--- src/rtl/dmem_arbiter_if.sv ---
// Data-memory arbiter bus bundle: CPU (c_*) and loader (l_*) request/response
// channels plus the shared single memory port (mem_*).
//   slave  : arbiter view (takes requests, drives responses and the memory port)
//   master : environment view (requesters and memory model)
interface dmem_arbiter_if #(
  parameter int unsigned ADDR_W = 32,
  parameter int unsigned DATA_W = 32
);
  // CPU (pipeline MEM stage) port
  logic              c_req;
  logic              c_we;
  logic [ADDR_W-1:0] c_addr;
  logic [DATA_W-1:0] c_wdata;
  logic              c_ready;
  logic              c_stall;
  logic [DATA_W-1:0] c_rdata;
  logic              c_rvalid;

  // Program/debug loader port
  logic              l_req;
  logic              l_we;
  logic [ADDR_W-1:0] l_addr;
  logic [DATA_W-1:0] l_wdata;
  logic              l_ready;
  logic [DATA_W-1:0] l_rdata;
  logic              l_rvalid;

  // Shared memory port (memory read is combinational)
  logic              mem_read;
  logic              mem_write;
  logic [ADDR_W-1:0] mem_addr;
  logic [DATA_W-1:0] mem_wdata;
  logic [DATA_W-1:0] mem_rdata;

  modport slave (
    input  c_req, c_we, c_addr, c_wdata,
    output c_ready, c_stall, c_rdata, c_rvalid,
    input  l_req, l_we, l_addr, l_wdata,
    output l_ready, l_rdata, l_rvalid,
    output mem_read, mem_write, mem_addr, mem_wdata,
    input  mem_rdata
  );

  modport master (
    output c_req, c_we, c_addr, c_wdata,
    input  c_ready, c_stall, c_rdata, c_rvalid,
    output l_req, l_we, l_addr, l_wdata,
    input  l_ready, l_rdata, l_rvalid,
    input  mem_read, mem_write, mem_addr, mem_wdata,
    output mem_rdata
  );
endinterface

--- src/rtl/dmem_arbiter.sv ---
// Two-requester round-robin arbiter in front of the data memory.
// Ports:
//   clk   : system clock, rising edge
//   reset : asynchronous active-high reset
//   bus   : dmem_arbiter_if.slave -- CPU and loader request/response channels
//           plus the shared memory port
// One access is granted per cycle; ready/stall and the memory drive are
// combinational from the grant, read data returns one cycle after acceptance.
module dmem_arbiter #(
  parameter int unsigned ADDR_W = 32,
  parameter int unsigned DATA_W = 32
) (
  input  logic           clk,
  input  logic           reset,
  dmem_arbiter_if.slave  bus
);

  typedef enum logic {
    GNT_C = 1'b0,
    GNT_L = 1'b1
  } grant_e;

  grant_e            last_grant_q, last_grant_d;
  logic              c_rvalid_q, c_rvalid_d;
  logic              l_rvalid_q, l_rvalid_d;
  logic [DATA_W-1:0] c_rdata_q, c_rdata_d;
  logic [DATA_W-1:0] l_rdata_q, l_rdata_d;

  logic              grant_c;
  logic              grant_l;
  logic              mem_read;
  logic              mem_write;
  logic [ADDR_W-1:0] mem_addr;
  logic [DATA_W-1:0] mem_wdata;

  // Round-robin grant; on a conflict the port not granted last wins.
  // Nothing is granted while reset is held, so no access leaks to memory.
  always_comb begin
    grant_c = 1'b0;
    grant_l = 1'b0;
    if (!reset) begin
      grant_c = bus.c_req && (!bus.l_req || (last_grant_q == GNT_L));
      grant_l = bus.l_req && (!bus.c_req || (last_grant_q == GNT_C));
    end
  end

  // Memory drive from the granted port; idle port is driven to zero.
  always_comb begin
    mem_read  = 1'b0;
    mem_write = 1'b0;
    mem_addr  = '0;
    mem_wdata = '0;
    if (grant_c) begin
      mem_read  = !bus.c_we;
      mem_write = bus.c_we;
      mem_addr  = bus.c_addr;
      mem_wdata = bus.c_wdata;
    end else if (grant_l) begin
      mem_read  = !bus.l_we;
      mem_write = bus.l_we;
      mem_addr  = bus.l_addr;
      mem_wdata = bus.l_wdata;
    end
  end

  // Next state: grant history and read-return capture for the owning port.
  always_comb begin
    last_grant_d = last_grant_q;
    c_rvalid_d   = 1'b0;
    l_rvalid_d   = 1'b0;
    c_rdata_d    = c_rdata_q;
    l_rdata_d    = l_rdata_q;
    if (grant_c) begin
      last_grant_d = GNT_C;
      if (!bus.c_we) begin
        c_rvalid_d = 1'b1;
        c_rdata_d  = bus.mem_rdata;
      end
    end else if (grant_l) begin
      last_grant_d = GNT_L;
      if (!bus.l_we) begin
        l_rvalid_d = 1'b1;
        l_rdata_d  = bus.mem_rdata;
      end
    end
  end

  // State registers; reset leaves L as last grant so C wins the first conflict.
  always_ff @(posedge clk or posedge reset) begin
    if (reset) begin
      last_grant_q <= GNT_L;
      c_rvalid_q   <= 1'b0;
      l_rvalid_q   <= 1'b0;
      c_rdata_q    <= '0;
      l_rdata_q    <= '0;
    end else begin
      last_grant_q <= last_grant_d;
      c_rvalid_q   <= c_rvalid_d;
      l_rvalid_q   <= l_rvalid_d;
      c_rdata_q    <= c_rdata_d;
      l_rdata_q    <= l_rdata_d;
    end
  end

  assign bus.c_ready   = grant_c;
  assign bus.c_stall   = bus.c_req && !grant_c;
  assign bus.c_rdata   = c_rdata_q;
  assign bus.c_rvalid  = c_rvalid_q;
  assign bus.l_ready   = grant_l;
  assign bus.l_rdata   = l_rdata_q;
  assign bus.l_rvalid  = l_rvalid_q;
  assign bus.mem_read  = mem_read;
  assign bus.mem_write = mem_write;
  assign bus.mem_addr  = mem_addr;
  assign bus.mem_wdata = mem_wdata;

endmodule

--- src/flat_wrapper.sv ---
// flat-port wrapper written by rule: the top's interface ports become plain ports
module dmem_arbiter_flat 
#(
  parameter int unsigned ADDR_W = 32,
  parameter int unsigned DATA_W = 32
)
  (clk, reset, bus_c_req, bus_c_we, bus_c_addr, bus_c_wdata, bus_c_ready, bus_c_stall, bus_c_rdata, bus_c_rvalid, bus_l_req, bus_l_we, bus_l_addr, bus_l_wdata, bus_l_ready, bus_l_rdata, bus_l_rvalid, bus_mem_read, bus_mem_write, bus_mem_addr, bus_mem_wdata, bus_mem_rdata);
  dmem_arbiter_if #(.ADDR_W(ADDR_W), .DATA_W(DATA_W)) bus_i ();
  input  logic clk;
  input  logic reset;
  input wire logic [$bits(bus_i.c_req)-1:0] bus_c_req;
  input wire logic [$bits(bus_i.c_we)-1:0] bus_c_we;
  input wire logic [$bits(bus_i.c_addr)-1:0] bus_c_addr;
  input wire logic [$bits(bus_i.c_wdata)-1:0] bus_c_wdata;
  output wire logic [$bits(bus_i.c_ready)-1:0] bus_c_ready;
  output wire logic [$bits(bus_i.c_stall)-1:0] bus_c_stall;
  output wire logic [$bits(bus_i.c_rdata)-1:0] bus_c_rdata;
  output wire logic [$bits(bus_i.c_rvalid)-1:0] bus_c_rvalid;
  input wire logic [$bits(bus_i.l_req)-1:0] bus_l_req;
  input wire logic [$bits(bus_i.l_we)-1:0] bus_l_we;
  input wire logic [$bits(bus_i.l_addr)-1:0] bus_l_addr;
  input wire logic [$bits(bus_i.l_wdata)-1:0] bus_l_wdata;
  output wire logic [$bits(bus_i.l_ready)-1:0] bus_l_ready;
  output wire logic [$bits(bus_i.l_rdata)-1:0] bus_l_rdata;
  output wire logic [$bits(bus_i.l_rvalid)-1:0] bus_l_rvalid;
  output wire logic [$bits(bus_i.mem_read)-1:0] bus_mem_read;
  output wire logic [$bits(bus_i.mem_write)-1:0] bus_mem_write;
  output wire logic [$bits(bus_i.mem_addr)-1:0] bus_mem_addr;
  output wire logic [$bits(bus_i.mem_wdata)-1:0] bus_mem_wdata;
  input wire logic [$bits(bus_i.mem_rdata)-1:0] bus_mem_rdata;
  assign bus_i.c_req = bus_c_req;
  assign bus_i.c_we = bus_c_we;
  assign bus_i.c_addr = bus_c_addr;
  assign bus_i.c_wdata = bus_c_wdata;
  assign bus_c_ready = bus_i.c_ready;
  assign bus_c_stall = bus_i.c_stall;
  assign bus_c_rdata = bus_i.c_rdata;
  assign bus_c_rvalid = bus_i.c_rvalid;
  assign bus_i.l_req = bus_l_req;
  assign bus_i.l_we = bus_l_we;
  assign bus_i.l_addr = bus_l_addr;
  assign bus_i.l_wdata = bus_l_wdata;
  assign bus_l_ready = bus_i.l_ready;
  assign bus_l_rdata = bus_i.l_rdata;
  assign bus_l_rvalid = bus_i.l_rvalid;
  assign bus_mem_read = bus_i.mem_read;
  assign bus_mem_write = bus_i.mem_write;
  assign bus_mem_addr = bus_i.mem_addr;
  assign bus_mem_wdata = bus_i.mem_wdata;
  assign bus_i.mem_rdata = bus_mem_rdata;
  dmem_arbiter #(.ADDR_W(ADDR_W), .DATA_W(DATA_W)) u_core (.clk(clk), .reset(reset), .bus(bus_i));
endmodule
--- config.mk ---
export PLATFORM = sky130hd
export DESIGN_NAME = dmem_arbiter_flat
export DESIGN_NICKNAME = d
export VERILOG_FILES = /design/src/rtl/dmem_arbiter_if.sv /design/src/rtl/dmem_arbiter.sv /design/src/flat_wrapper.sv
export SDC_FILE = /design/constraint.sdc
export NUM_CORES = 1
export LEC_CHECK = 0
export BUFFER_PORTS_ARGS = -buffer_cell sky130_fd_sc_hd__buf_4
export CAP_MARGIN = 20
export CORE_MARGIN = 3
export CORE_UTILIZATION = 26
export DETAILED_ROUTE_END_ITERATION = 6
export PLACE_DENSITY = 0.59
export SETUP_SLACK_MARGIN = 0.4
export SLEW_MARGIN = 5
export SYNTH_ARGS = -nofsm -noshare
export SYNTH_HDL_FRONTEND = slang
export SYNTH_SLANG_ARGS = --single-unit
--- constraint.sdc ---
create_clock -name clk -period 1.9 [get_ports clk]
set_input_delay 0 -clock clk [delete_from_list [all_inputs] [get_ports clk]]
set_output_delay 0 -clock clk [all_outputs]
set_load 0.05 [all_outputs]
==> summary.log <==
[grt] vias in the first global route 3817
[die] effective utilization at floorplan 27.3%
[critical_path] kind of cell with the highest combined delay on the critical path flip-flops
[critical_path] r2r worst-path depth 7
[synth] compound-gate portion of the synthesized area 18.1%
[cells_and_area] Antenna Diode Count 0
[synth] net count of the mapped netlist 400
[flow_run] count of max-cap constraint violations 0
[sta] final total negative setup slack 0 ns
[die] total die area 13700 sq um
[cts] TritonCTS sink count 67
[routing] count of antenna-violating nets left after detailed routing 0
[synth] adder-cell share of the synthesized area 0%
[critical_path] required time of the critical path 1.90 ns
[sta] number of failing setup endpoints in the final timing report 0
[grt] GRT busiest layer met2
[synth] dominant combinational cell family by area after synthesis multiplexers
[die] core area 11700 sq um
[synth] post-synthesis register bit count 67
[synth] gate count of the mapped netlist 234
[routing] via count of the routed design 3567
[sta] Fin Clk Skew 0.00501 ns
[placement] Final Wtd Congestion 0.748
[sta] hold violation total from the final report 0
[grt] met3 capacity usage during global routing 7.20%
[synth] Syn Std Cell Area 3200 sq um
[synth] unique cell type count in the Yosys netlist 20
[sta] Final Critical Period 1.75 ns
[grt] met1 capacity usage during global routing 23.0%
[cts] Worst-path clk slew 0.05 ns
[pwr] power density over the cells 1020 nW/um^2
[cells_and_area] share of final-layout standard cells stronger than drive strength 1 76.1%
[grt] met2 Use GR 37.4%
[grt] antenna violations before repair 0
[die] number of placed I/O pins 301
[sta] normalized max-slew margin 70.9%
[critical_path] instance count on the critical path 5
[cells_and_area] final core occ 62.9%
[critical_path] buffering stage count on the worst path with inverters included 3
[cts] maximum root-to-sink buffer count 2
[critical_path] kind of start point of the critical path flop
[sta] slew at the pin closest to its max-slew limit 0.437 ns
[synth] post-synthesis share of cell area spent on xor and xnor gates 0%
[worst_hold_path] path category of the worst min-delay check input pin to flop
[worst_hold_path] instance count along the most critical hold path 3
[routing] drt first-iter violations 114
[outcome] outcome completed
[cells_and_area] area growth from synthesis to layout 130%
[critical_path] type of the worst setup path flop to primary output
[routing] Routed wire per std cell 21.7 um
[pwr] total design power 7.48 mW
[grt] total global routing track utilization 20.4%
[synth] share of synthesized cell area in and, or, nand and nor gates 3.28%
[critical_path] Critical Path End Type primary output
[placement] half-perimeter wire length after detailed placement 10.6 mm
[critical_path] endpoint arrival time on the critical path 1.75 ns
[critical_path] start of the worst register-to-register path u_core.last_grant_q
[critical_path] Slowest Stage Delay on Critical Path 0.57 ns
[die] DIE HEIGHT 117 um
[worst_hold_path] startpoint of the lowest-slack hold path bus_l_req
[placement] Port Buffers 300
[routing] Routed WL 16.0 mm
[cts] Clk Latency, worst-skew pair 0.32 ns
[worst_hold_path] sink of the worst hold path u_core.last_grant_q
[routing] DR vias/cell 4.83
[cells_and_area] number of nets in the layout 757
[cells_and_area] filler instances 939
[critical_path] worst-path maximum fanout 27
[routing] DRC viols 0
[grt] global-route wire length before repair 21.1 mm
[pwr] Leak 3.61 nW
[grt] maximum number of pins on one net before global-route repair 36
[die] die width 117 um
[synth] warnings from Yosys 0
[synth] average instance area after synthesis 13.7 sq um
[cts] CTS Root Cell sky130_fd_sc_hd__clkbuf_16
[critical_path] Reg2Reg Setup Slack 0.18 ns
[sta] Slew Limit Fails 0
[sta] crit share post-route 92.1%
[critical_path] cells along the critical path buf_4 -> a21oi_4 -> buf_12 -> a22o_2 -> buf_6
[die] Placement Rows 39
[critical_path] highest-delay cell along the critical path sky130_fd_sc_hd__dfstp_2
[cts] Max H-tree Level 3
[cts] CTS tree built
[pwr] worst ir drop on vdd 0.725 mV
[cts] number of buffers inserted during clock tree synthesis 9
[synth] proportion of synthesized area in mux cells 22.5%
[sta] setup repair after global routing missed its margin yes
[routing] Pre-Repair DR Iteration Count 4
[sta] Max Freq 572 MHz
[synth] sequential element share of the synthesized area 52.4%
[grt] total congestion overflow 0
[critical_path] Reg-to-Reg End u_core.bus.l_rdata[9]
==> worst min-delay path: cells and delay by family <==
kind,cells,cell delay [ns]
buffers and inverters,1,0.13
AOI/OAI and AO/OA,1,0.12
and+or+nand+nor,1,0.21
==> registers in the layout, indices dropped and copies added, names as in the netlist <==
| signal | cells |
|---|---|
| u_core.bus.l_rdata | 32 |
| u_core.last_grant_q | 1 |
| u_core.bus.c_rdata | 32 |
| u_core.bus.l_rvalid | 1 |
| u_core.bus.c_rvalid | 1 |
==> placed cells by master, fill, tap and decap left out, drive strengths merged, types with 3 or more instances in the layout <==
cell type and instances:
dfrtp 66, a21oi 3, nand2b 3, buf 328, a22o 64, dlygate4sd3 33
clkbuf 14, clkinv 4, mux2 64
==> metal layers <==
metal | wire, um | vias to the layer above | share of wire (%)
met5 | 0 | - | 0
met4 | 264 | 0 | 1.6
met3 | 1380 | 18 | 8.6
met2 | 8480 | 166 | 53
met1 | 5920 | 1767 | 37
li1 | - | 1616 | -
==> cells in the mapped netlist <==
| cell | number | area, sq um |
|---|---|---|
| sky130_fd_sc_hd__nor2b_1 | 1 | 6.26 |
| sky130_fd_sc_hd__buf_1 | 1 | 3.75 |
| sky130_fd_sc_hd__a21oi_1 | 3 | 15.0 |
| sky130_fd_sc_hd__nor2b_2 | 1 | 8.76 |
| sky130_fd_sc_hd__mux2_1 | 30 | 338 |
| sky130_fd_sc_hd__o21ai_0 | 1 | 5.00 |
| sky130_fd_sc_hd__a22o_1 | 64 | 561 |
| sky130_fd_sc_hd__inv_1 | 1 | 3.75 |
| sky130_fd_sc_hd__dfrtp_1 | 66 | 1650 |
| sky130_fd_sc_hd__nand3_1 | 2 | 10.0 |
| sky130_fd_sc_hd__nand3b_1 | 2 | 15.0 |
| sky130_fd_sc_hd__nor3b_4 | 1 | 18.8 |
| sky130_fd_sc_hd__nand2b_1 | 3 | 18.8 |
| sky130_fd_sc_hd__nor2_1 | 1 | 3.75 |
| sky130_fd_sc_hd__dfstp_2 | 1 | 26.3 |
| sky130_fd_sc_hd__buf_2 | 13 | 65.1 |
| sky130_fd_sc_hd__nand2_1 | 2 | 7.51 |
| sky130_fd_sc_hd__mux2_2 | 34 | 383 |
| sky130_fd_sc_hd__nor3_4 | 1 | 16.3 |
| sky130_fd_sc_hd__buf_4 | 6 | 45.0 |
==> stage by stage <==
stage | setup slack [ns] | cell area (sq um) | cells | hold WS [ns]
detailed placement | 0.260 | 5710 | 664 | 0.181
CTS | 0.171 | 7020 | 730 | 0.134
finish | 0.151 | 7370 | 738 | 0.161
floorplan | 0.393 | 3290 | 234 | 0.0884
global route | 0.102 | 7370 | 738 | 0.164
global placement | 0.307 | 5710 | 664 | 0.174
==> kinds of logic (layout without fill, tap and decap cells) <==
kind of cell           after synthesis  after routing
buffers and inverters               21            382
AO/OA/AOI/OAI                       68             68
AND/OR/NAND/NOR                     14             14
flip-flops                          67             67
multiplexers                        64             64
==> report_power, final <==
group | switching [mW] | internal, mW
sequential | 0.216 | 1.78
clock | 0.608 | 1.01
combinational | 2.34 | 1.52
total | 3.17 | 4.31
==> worst max path at each step <==
stage	startpoint	to	slack [ns]
finish	u_core.last_grant_q	bus_mem_addr[15]	0.15
global route	u_core.last_grant_q	bus_mem_wdata[17]	0.10
CTS	u_core.last_grant_q	bus_mem_addr[24]	0.17
detailed placement	u_core.last_grant_q	u_core.bus.c_rdata[30]	0.26
global placement	u_core.last_grant_q	u_core.bus.c_rdata[29]	0.31
floorplan	u_core.last_grant_q	u_core.bus.c_rdata[10]	0.39
==> cell type report <==
type / instances / area (sq um) / area share (%)
Clock inverter: 6 / 66.3 / 0.900
Timing Repair Buffer: 366 / 3560 / 48.3
Tap cell: 143 / 179 / 2.43
Sequential cell: 67 / 1680 / 22.8
Multi-Input combinational cell: 146 / 1660 / 22.5
Inverter: 1 / 7.51 / 0.102
Clock buffer: 9 / 225 / 3.06
==> what timing repair did <==
item | 4_1_cts | 5_1_grt
hold buffers | 33 | 0
gates cloned | 9 | 6
buffers inserted | 9 | 2
pin swaps | 2 | 1
endpoints found under the setup margin | 127 | 133
hold endpoints to repair | 130 | 0
resized for setup | 97 | 54
(Power assumes the default switching activity.)
